--- src/rtl/mps_adc_guard_pkg.sv ---
// Shared constants for the MPS ADC capture/protection block: channel map,
// default geometry and the derived channel-index width helper.
package mps_adc_pkg;

    // Channel map of the MPS ADC front end
    localparam int unsigned CH_C        = 0;
    localparam int unsigned CH_V        = 1;
    localparam int unsigned CH_DC_V     = 2;
    localparam int unsigned CH_PH_R     = 3;
    localparam int unsigned CH_PH_S     = 4;
    localparam int unsigned CH_PH_T     = 5;
    localparam int unsigned CH_DC_C     = 6;
    localparam int unsigned CH_IGBT_T   = 7;
    localparam int unsigned CH_IND_I_T  = 8;
    localparam int unsigned CH_IND_O_T  = 9;

    // Default geometry
    localparam int unsigned DEF_N_CH    = 10;
    localparam int unsigned DEF_DW      = 32;
    localparam int unsigned DEF_DEB_CNT = 3;

    // Channel-index width, never narrower than one bit
    function automatic int unsigned ch_idx_w(input int unsigned n);
        return (n <= 1) ? 1 : $clog2(n);
    endfunction

endpackage

--- src/rtl/mps_adc_guard_if.sv ---
// Bus bundle between the ADC/register side (master) and the guard (slave).
interface mps_adc_guard_if #(
    parameter int unsigned N_CH = mps_adc_pkg::DEF_N_CH,
    parameter int unsigned DW   = mps_adc_pkg::DEF_DW,
    parameter int unsigned CH_W = mps_adc_pkg::ch_idx_w(N_CH)
);
    logic [N_CH*DW-1:0] i_tdata;
    logic [N_CH-1:0]    i_tvalid;
    logic [N_CH*DW-1:0] i_max_lim;
    logic [N_CH*DW-1:0] i_min_lim;
    logic [N_CH-1:0]    i_intl_mask;
    logic               i_intl_clr;
    logic               i_stat_clr;
    logic [N_CH*DW-1:0] o_data;
    logic [N_CH*DW-1:0] o_peak_max;
    logic [N_CH*DW-1:0] o_peak_min;
    logic [N_CH-1:0]    o_intl;
    logic               o_intl_any;
    logic [CH_W-1:0]    o_first_fault;
    logic               o_first_valid;

    modport master (
        output i_tdata, i_tvalid, i_max_lim, i_min_lim, i_intl_mask,
               i_intl_clr, i_stat_clr,
        input  o_data, o_peak_max, o_peak_min, o_intl, o_intl_any,
               o_first_fault, o_first_valid
    );

    modport slave (
        input  i_tdata, i_tvalid, i_max_lim, i_min_lim, i_intl_mask,
               i_intl_clr, i_stat_clr,
        output o_data, o_peak_max, o_peak_min, o_intl, o_intl_any,
               o_first_fault, o_first_valid
    );

endinterface

--- src/rtl/mps_adc_guard_ch.sv ---
// One ADC channel: sample hold, signed range test, debounce counter,
// sticky interlock flag and peak max/min tracking. o_trip pulses on the
// edge that completes the debounce run.
module mps_adc_guard_ch #(
    parameter int unsigned DW      = 32,
    parameter int unsigned DEB_CNT = 3
) (
    input  logic          i_clk,
    input  logic          i_rst,
    input  logic [DW-1:0] i_tdata,
    input  logic          i_tvalid,
    input  logic [DW-1:0] i_max_lim,
    input  logic [DW-1:0] i_min_lim,
    input  logic          i_mask,
    input  logic          i_intl_clr,
    input  logic          i_stat_clr,
    output logic [DW-1:0] o_data,
    output logic [DW-1:0] o_peak_max,
    output logic [DW-1:0] o_peak_min,
    output logic          o_intl,
    output logic          o_trip
);

    localparam int unsigned    CW       = $clog2(DEB_CNT + 1);
    localparam logic [CW-1:0]  CNT_MAX  = CW'(DEB_CNT);
    localparam logic [CW-1:0]  CNT_LAST = CW'(DEB_CNT - 1);

    logic signed [DW-1:0] x, hi, lo;
    logic                 out_rng, bad, trip;

    logic [CW-1:0]        cnt_q, cnt_d, cnt_base;
    logic                 intl_q, intl_d;
    logic [DW-1:0]        data_q, data_d;
    logic signed [DW-1:0] pmax_q, pmax_d, pmin_q, pmin_d;
    logic                 pv_q, pv_d;

    assign x  = i_tdata;
    assign hi = i_max_lim;
    assign lo = i_min_lim;

    // min_lim > max_lim makes every sample fail one of the two tests
    assign out_rng = (x > hi) || (x < lo);
    assign bad     = i_tvalid && out_rng && !i_mask;
    assign trip    = bad && (cnt_q == CNT_LAST);

    // Next-state for debounce, interlock, hold and peaks
    always_comb begin
        cnt_base = i_intl_clr ? '0 : cnt_q;
        cnt_d    = cnt_base;
        if (i_tvalid) begin
            if (bad)
                cnt_d = (cnt_base == CNT_MAX) ? CNT_MAX : cnt_base + CW'(1);
            else
                cnt_d = '0;
        end
        // a completing bad beat beats a simultaneous clear
        if (trip)
            cnt_d = CNT_MAX;

        intl_d = trip || (intl_q && !i_intl_clr);
        data_d = i_tvalid ? i_tdata : data_q;
        pv_d   = i_tvalid || (pv_q && !i_stat_clr);

        pmax_d = pmax_q;
        pmin_d = pmin_q;
        if (i_tvalid) begin
            if (!pv_q || i_stat_clr) begin
                pmax_d = x;
                pmin_d = x;
            end else begin
                if (x > pmax_q) pmax_d = x;
                if (x < pmin_q) pmin_d = x;
            end
        end
    end

    // Channel state registers
    always_ff @(posedge i_clk or posedge i_rst) begin
        if (i_rst) begin
            cnt_q  <= '0;
            intl_q <= 1'b0;
            data_q <= '0;
            pmax_q <= '0;
            pmin_q <= '0;
            pv_q   <= 1'b0;
        end else begin
            cnt_q  <= cnt_d;
            intl_q <= intl_d;
            data_q <= data_d;
            pmax_q <= pmax_d;
            pmin_q <= pmin_d;
            pv_q   <= pv_d;
        end
    end

    assign o_data     = data_q;
    assign o_peak_max = pmax_q;
    assign o_peak_min = pmin_q;
    assign o_intl     = intl_q;
    assign o_trip     = trip;

endmodule

--- src/rtl/mps_adc_guard.sv ---
// N-channel ADC capture and protection top: per-channel guards, lowest-index
// first-fault latch, registered interlock summary and bus flattening.
module mps_adc_guard
    import mps_adc_pkg::*;
#(
    parameter int unsigned N_CH    = DEF_N_CH,
    parameter int unsigned DW      = DEF_DW,
    parameter int unsigned DEB_CNT = DEF_DEB_CNT
) (
    input  logic           i_clk,
    input  logic           i_rst,
    mps_adc_guard_if.slave bus
);

    localparam int unsigned CH_W = ch_idx_w(N_CH);

    logic [DW-1:0]   data_w [N_CH];
    logic [DW-1:0]   pmax_w [N_CH];
    logic [DW-1:0]   pmin_w [N_CH];
    logic [N_CH-1:0] intl_w;
    logic [N_CH-1:0] trip_w;

    logic [CH_W-1:0] trip_idx;
    logic            trip_any;
    logic [CH_W-1:0] ff_q, ff_d;
    logic            fv_q, fv_d;
    logic            any_q, any_d;

    for (genvar k = 0; k < N_CH; k++) begin : g_ch
        mps_adc_guard_ch #(
            .DW      (DW),
            .DEB_CNT (DEB_CNT)
        ) u_ch (
            .i_clk      (i_clk),
            .i_rst      (i_rst),
            .i_tdata    (bus.i_tdata[k*DW +: DW]),
            .i_tvalid   (bus.i_tvalid[k]),
            .i_max_lim  (bus.i_max_lim[k*DW +: DW]),
            .i_min_lim  (bus.i_min_lim[k*DW +: DW]),
            .i_mask     (bus.i_intl_mask[k]),
            .i_intl_clr (bus.i_intl_clr),
            .i_stat_clr (bus.i_stat_clr),
            .o_data     (data_w[k]),
            .o_peak_max (pmax_w[k]),
            .o_peak_min (pmin_w[k]),
            .o_intl     (intl_w[k]),
            .o_trip     (trip_w[k])
        );
    end

    // Lowest-index trip this edge, and first-fault / summary next-state
    always_comb begin
        trip_idx = '0;
        trip_any = 1'b0;
        for (int unsigned k = 0; k < N_CH; k++) begin
            if (trip_w[k] && !trip_any) begin
                trip_idx = CH_W'(k);
                trip_any = 1'b1;
            end
        end

        ff_d = ff_q;
        fv_d = fv_q;
        // a trip on the clear edge reloads the latch instead of leaving it empty
        if (trip_any && (!fv_q || bus.i_intl_clr)) begin
            ff_d = trip_idx;
            fv_d = 1'b1;
        end else if (bus.i_intl_clr) begin
            ff_d = '0;
            fv_d = 1'b0;
        end

        any_d = |intl_w;
    end

    // First-fault and summary registers
    always_ff @(posedge i_clk or posedge i_rst) begin
        if (i_rst) begin
            ff_q  <= '0;
            fv_q  <= 1'b0;
            any_q <= 1'b0;
        end else begin
            ff_q  <= ff_d;
            fv_q  <= fv_d;
            any_q <= any_d;
        end
    end

    // Flatten per-channel results onto the bus
    always_comb begin
        bus.o_data     = '0;
        bus.o_peak_max = '0;
        bus.o_peak_min = '0;
        for (int unsigned k = 0; k < N_CH; k++) begin
            bus.o_data[k*DW +: DW]     = data_w[k];
            bus.o_peak_max[k*DW +: DW] = pmax_w[k];
            bus.o_peak_min[k*DW +: DW] = pmin_w[k];
        end
    end

    assign bus.o_intl        = intl_w;
    assign bus.o_intl_any    = any_q;
    assign bus.o_first_fault = ff_q;
    assign bus.o_first_valid = fv_q;

endmodule

--- src/flat_wrapper.sv ---
// flat-port wrapper written by rule: the top's interface ports become plain ports
module mps_adc_guard_flat import mps_adc_pkg::*;
#(
    parameter int unsigned N_CH    = DEF_N_CH,
    parameter int unsigned DW      = DEF_DW,
    parameter int unsigned DEB_CNT = DEF_DEB_CNT
)
  (i_clk, i_rst, bus_i_tdata, bus_i_tvalid, bus_i_max_lim, bus_i_min_lim, bus_i_intl_mask, bus_i_intl_clr, bus_i_stat_clr, bus_o_data, bus_o_peak_max, bus_o_peak_min, bus_o_intl, bus_o_intl_any, bus_o_first_fault, bus_o_first_valid);
  mps_adc_guard_if #(.N_CH(N_CH), .DW(DW)) bus_i ();
  input  logic i_clk;
  input  logic i_rst;
  input wire logic [$bits(bus_i.i_tdata)-1:0] bus_i_tdata;
  input wire logic [$bits(bus_i.i_tvalid)-1:0] bus_i_tvalid;
  input wire logic [$bits(bus_i.i_max_lim)-1:0] bus_i_max_lim;
  input wire logic [$bits(bus_i.i_min_lim)-1:0] bus_i_min_lim;
  input wire logic [$bits(bus_i.i_intl_mask)-1:0] bus_i_intl_mask;
  input wire logic [$bits(bus_i.i_intl_clr)-1:0] bus_i_intl_clr;
  input wire logic [$bits(bus_i.i_stat_clr)-1:0] bus_i_stat_clr;
  output wire logic [$bits(bus_i.o_data)-1:0] bus_o_data;
  output wire logic [$bits(bus_i.o_peak_max)-1:0] bus_o_peak_max;
  output wire logic [$bits(bus_i.o_peak_min)-1:0] bus_o_peak_min;
  output wire logic [$bits(bus_i.o_intl)-1:0] bus_o_intl;
  output wire logic [$bits(bus_i.o_intl_any)-1:0] bus_o_intl_any;
  output wire logic [$bits(bus_i.o_first_fault)-1:0] bus_o_first_fault;
  output wire logic [$bits(bus_i.o_first_valid)-1:0] bus_o_first_valid;
  assign bus_i.i_tdata = bus_i_tdata;
  assign bus_i.i_tvalid = bus_i_tvalid;
  assign bus_i.i_max_lim = bus_i_max_lim;
  assign bus_i.i_min_lim = bus_i_min_lim;
  assign bus_i.i_intl_mask = bus_i_intl_mask;
  assign bus_i.i_intl_clr = bus_i_intl_clr;
  assign bus_i.i_stat_clr = bus_i_stat_clr;
  assign bus_o_data = bus_i.o_data;
  assign bus_o_peak_max = bus_i.o_peak_max;
  assign bus_o_peak_min = bus_i.o_peak_min;
  assign bus_o_intl = bus_i.o_intl;
  assign bus_o_intl_any = bus_i.o_intl_any;
  assign bus_o_first_fault = bus_i.o_first_fault;
  assign bus_o_first_valid = bus_i.o_first_valid;
  mps_adc_guard #(.N_CH(N_CH), .DW(DW), .DEB_CNT(DEB_CNT)) u_core (.i_clk(i_clk), .i_rst(i_rst), .bus(bus_i));
endmodule
--- config.mk ---
export PLATFORM = sky130hd
export DESIGN_NAME = mps_adc_guard_flat
export DESIGN_NICKNAME = d
export VERILOG_FILES = /design/src/rtl/mps_adc_guard_pkg.sv /design/src/rtl/mps_adc_guard_if.sv /design/src/rtl/mps_adc_guard_ch.sv /design/src/rtl/mps_adc_guard.sv /design/src/flat_wrapper.sv
export SDC_FILE = /design/constraint.sdc
export NUM_CORES = 2
export LEC_CHECK = 0
export BUFFER_PORTS_ARGS = -buffer_cell sky130_fd_sc_hd__clkbuf_2
export CORE_AREA = 2 2 771 773
export CTS_CLUSTER_SIZE = 14
export DETAILED_ROUTE_END_ITERATION = 16
export DIE_AREA = 0 0 773 775
export GPL_TIMING_DRIVEN = 0
export PLACE_DENSITY = 0.33
export SYNTH_ARGS = -nofsm -noshare
export SYNTH_HDL_FRONTEND = slang
export SYNTH_HIERARCHICAL = 1
export SYNTH_SLANG_ARGS = --single-unit
--- constraint.sdc ---
create_clock -name i_clk -period 3.4 [get_ports i_clk]
set_input_delay 0.34 -clock i_clk [delete_from_list [all_inputs] [get_ports i_clk]]
set_output_delay 0.34 -clock i_clk [all_outputs]
set_load 0.05 [all_outputs]
==> results.cfg <==
[cells_and_area]
post_route_cell_area_mm2 = 0.111
areaGrowthSynthToFinish_pct = 36.0
fill_cell_total_of_the_finished_layout = 67300
nets = 14100
most_common_library_cell_in_the_layout_ignoring_fill_and_taps = clkbuf_2
final_core_utilization_pct = 18.7
drive_above_1_share_pct = 23.5
final_cell_mix = clkbuf_2 (1,956), inv_1 (1,611), ha_1 (1,258), dfrtp_1 (1,006), nand3_1 (671)

[power]
p_per_area_mw_per_mm2 = 712
power.ir.vdd_worst_mv = 0.434
power.leakage_nw = 56.2

[global_routing]
total_routing_resource_utilization_after_global_routing_pct = 19.2
grt_antenna_before_repair = 81
global_route_wire_length_before_repair_mm = 791
grt_max_degree = 83
vias_in_the_first_global_route = 84600
grt.overflow.total = 0

[worst_setup_path]
critPathLaunchType = flop
required_time_of_the_critical_path_ns = 4.13
timing.rr.end = u_core/g_ch[5].u_ch/o_peak_max[23]$_DFFE_PP0P_
worstRegToRegCells = 10
r2r-start = u_core/g_ch[5].u_ch/o_peak_max[31]$_DFFE_PP0P_
worst-endpoint-arrival_ns = 4.31
path_class = flop to flop
reg2reg_slack_ns = -0.19
path_max_fanout = 5
end_kind = flop

[clock_network]
clockBufferDepth = 4
clock_sinks = 1006
clock_latency_ns = 0.89
tritoncts = built
cts_inserted_buffers = 161
path_clk_slew_ns = 0.05
buffer_cell_driving_the_clock_tree_root = clkbuf_16
max_h_tree_level = 4

[synthesis]
synth-main-ff-cell = dfrtp_1
ys_warns = 6
synth_fp_nets = 11700
synth.area.top_cells = dfrtp_1 (31%), ha_1 (19%), inv_1 (7.5%)
synth-seq-area-share_pct = 31.0
synth-edff-count = 0
post_synthesis_cells = 9433
yosysUniqueCellTypes = 49
synth_top_area_share_pct = 31.0
synth_seq_cells = 1006
syn_area_mm2 = 0.0813
avgSynthCellArea_um2 = 8.62
ys_async_sr_fraction_pct = 100
yosys.area.top_type = dfrtp_1

[min_path]
timing.hold.worst_path_depth = 2
min_to = u_core/g_ch[0].u_ch/o_peak_max[21]$_DFFE_PP0P_
holdCritStartpoint = bus_i_tdata[21]
timing.hold.worst.class = input port to flop

[floorplanning]
floorplan.rows = 283
initial_utilization_pct = 13.7
die_height_um = 775
fp.dieW_um = 773
fp.coreArea_mm2 = 0.592
io_pins = 1960
die_area_mm2 = 0.599

[outcome]
status = complete, but fails checks
failed_checks = setup timing

[routing]
num_vias = 84700
vias_per_cell = 4.26
count_of_antenna_violating_nets_left_after_detailed_routing = 0
wire_per_inst_um = 30.1
drt_drc_violations_left = 0
first_pass_iters = 5
wl_mm = 598
drt_iter0_markers = 6147

[timing]
min_period_ns = 3.59
fmax_ghz = 0.279
finish_stage_setup_viols = 22
unrepaired_setup_endpoints_after_global_routing = true
minimum_setup_slack_in_the_final_design_ns = -0.185
period_share_pct = 105
max_slew.worst_pin.slew_ns = 1.24
final.setup_skew_ns = 0.0813
finalMaxSlewViolations = 0
final_hold_viol_count = 0
timing.slew.headroom_pct = 16.7
whs_ns = 0.0761

[placement]
placedInstanceArea_mm2 = 0.101
input_output_buffers = 1959
place.gp.congestion = 0.883
hpwlAfterDp_mm = 488

[run]
max_cap_viol_count = 0
-- worst max-delay path, cell delays in order, from the launching register on --
cell and delay (ns):
dfrtp_1 0.35, inv_2 0.05, ha_4 0.27, clkinvlp_4 0.09, nor4_4 0.47, nand4_1 0.83
o31ai_4 0.52, buf_6 0.17, buf_12 0.15, buf_12 0.16, mux2_4 0.29
-- per-stage QoR --
stage	setup WS (ns)	std cells	setup TNS (ns)	total power, W
final	-0.185	19900	-3.11	0.0787
after global placement	-5.23	19200	-3642.70	0.0604
after detailed placement	-3.17	19300	-205.19	0.0604
after floorplan	0.441	9433	0	0.0426
after global routing	-0.428	19900	-11.19	0.0830
after CTS	-0.668	19900	-19.06	0.0795
-- per-layer routing --
metal | wire (µm) | track usage (%) | vias up
met5 | 194 | 0 | -
met4 | 21000 | 5.80 | 32
met3 | 50500 | 5.97 | 545
met2 | 277000 | 31.8 | 3084
met1 | 249000 | 23.6 | 42200
li1 | - | - | 38800
-- how the worst max path moves through the flow --
stage	from	to	slack, ns
after floorplan	i_rst	u_core/g_ch[0].u_ch/cnt_q[0]$_DFF_PP0_	0.44
after global placement	bus_i_tdata[270]	u_core/bus.o_first_fault[1]$_DFFE_PP0P_	-5.23
after detailed placement	bus_i_tdata[191]	u_core/g_ch[5].u_ch/o_peak_max[19]$_DFFE_PP0P_	-3.17
after CTS	u_core/g_ch[5].u_ch/o_peak_max[31]$_DFFE_PP0P_	u_core/g_ch[5].u_ch/o_peak_max[19]$_DFFE_PP0P_	-0.67
after global routing	u_core/g_ch[5].u_ch/o_peak_max[25]$_DFFE_PP0P_	u_core/g_ch[5].u_ch/o_peak_max[20]$_DFFE_PP0P_	-0.43
final	u_core/g_ch[5].u_ch/o_peak_max[31]$_DFFE_PP0P_	u_core/g_ch[5].u_ch/o_peak_max[23]$_DFFE_PP0P_	-0.19
-- kinds of logic (layout without fill, tap and decap cells) --
| kind of cell | count (synthesis) | after routing | share of synthesized area [%] |
|---|---|---|---|
| flops | 1006 | 1006 | 31.0 |
| compound gates | 2109 | 2109 | 18.1 |
| other cells | 0 | 29 | 0 |
| fa+ha+maj | 1260 | 1260 | 19.4 |
| mux | 330 | 330 | 5.03 |
| simple gates | 2595 | 2595 | 16.0 |
| buf+inv | 2133 | 4721 | 10.5 |
-- sequential cells by signal, indices dropped and copies added, names as in the netlist --
name                         count
u_core/g_ch.u_ch/pv_q           10
u_core/bus.o_first_valid         1
u_core/g_ch.u_ch/o_peak_min    320
u_core/bus.o_intl_any            1
u_core/bus.o_first_fault         4
u_core/g_ch.u_ch/o_intl         10
u_core/g_ch.u_ch/cnt_q          20
u_core/g_ch.u_ch/o_data        320
u_core/g_ch.u_ch/o_peak_max    320
-- what timing repair did --
action | in CTS | in global routing
buffers inserted | 15 | 5
hold buffers | 299 | 0
gates cloned | 2 | 0
endpoints found under the hold margin | 775 | 0
pin swaps | 10 | 7
setup endpoints to repair | 134 | 39
gates resized for setup | 69 | 28
-- power by group --
group	switching [W]	internal [W]	leakage, nW
registers	0.00364	0.0150	12.1
clock network	0.00735	0.0104	2.69
logic	0.0316	0.0107	41.5
-- cell type report --
class | instances | area (µm²) | area share (%)
timing repair buffer | 2302 | 13500 | 12.2
buffer | 509 | 2470 | 2.23
inverter | 1623 | 6150 | 5.56
clock inverter | 55 | 669 | 0.605
antenna | 29 | 72.6 | 0.0656
tap | 7837 | 9810 | 8.87
clock buffer | 232 | 4770 | 4.31
multi-input combinational | 6294 | 48000 | 43.4
sequential | 1006 | 25200 | 22.8
-- synthesized netlist by cell type, types with 31 or more instances --
library cell / count
a211oi_1: 40
a21o_1: 270
a21oi_1: 371
a31oi_1: 50
a32oi_1: 331
and3_1: 341
buf_2: 70
buf_6: 60
clkbuf_1: 360
dfrtp_1: 1006
ha_1: 1260
inv_1: 1623
mux2_2: 220
mux2_4: 100
nand2_1: 523
nand2b_1: 81
nand3_1: 671
nand4_1: 220
nor2_1: 484
nor2b_1: 55
nor4_1: 44
o2111ai_1: 320
o211ai_1: 32
o21a_1: 40
o21ai_0: 452
or3_1: 31
Power figures use the tool's default switching activity.
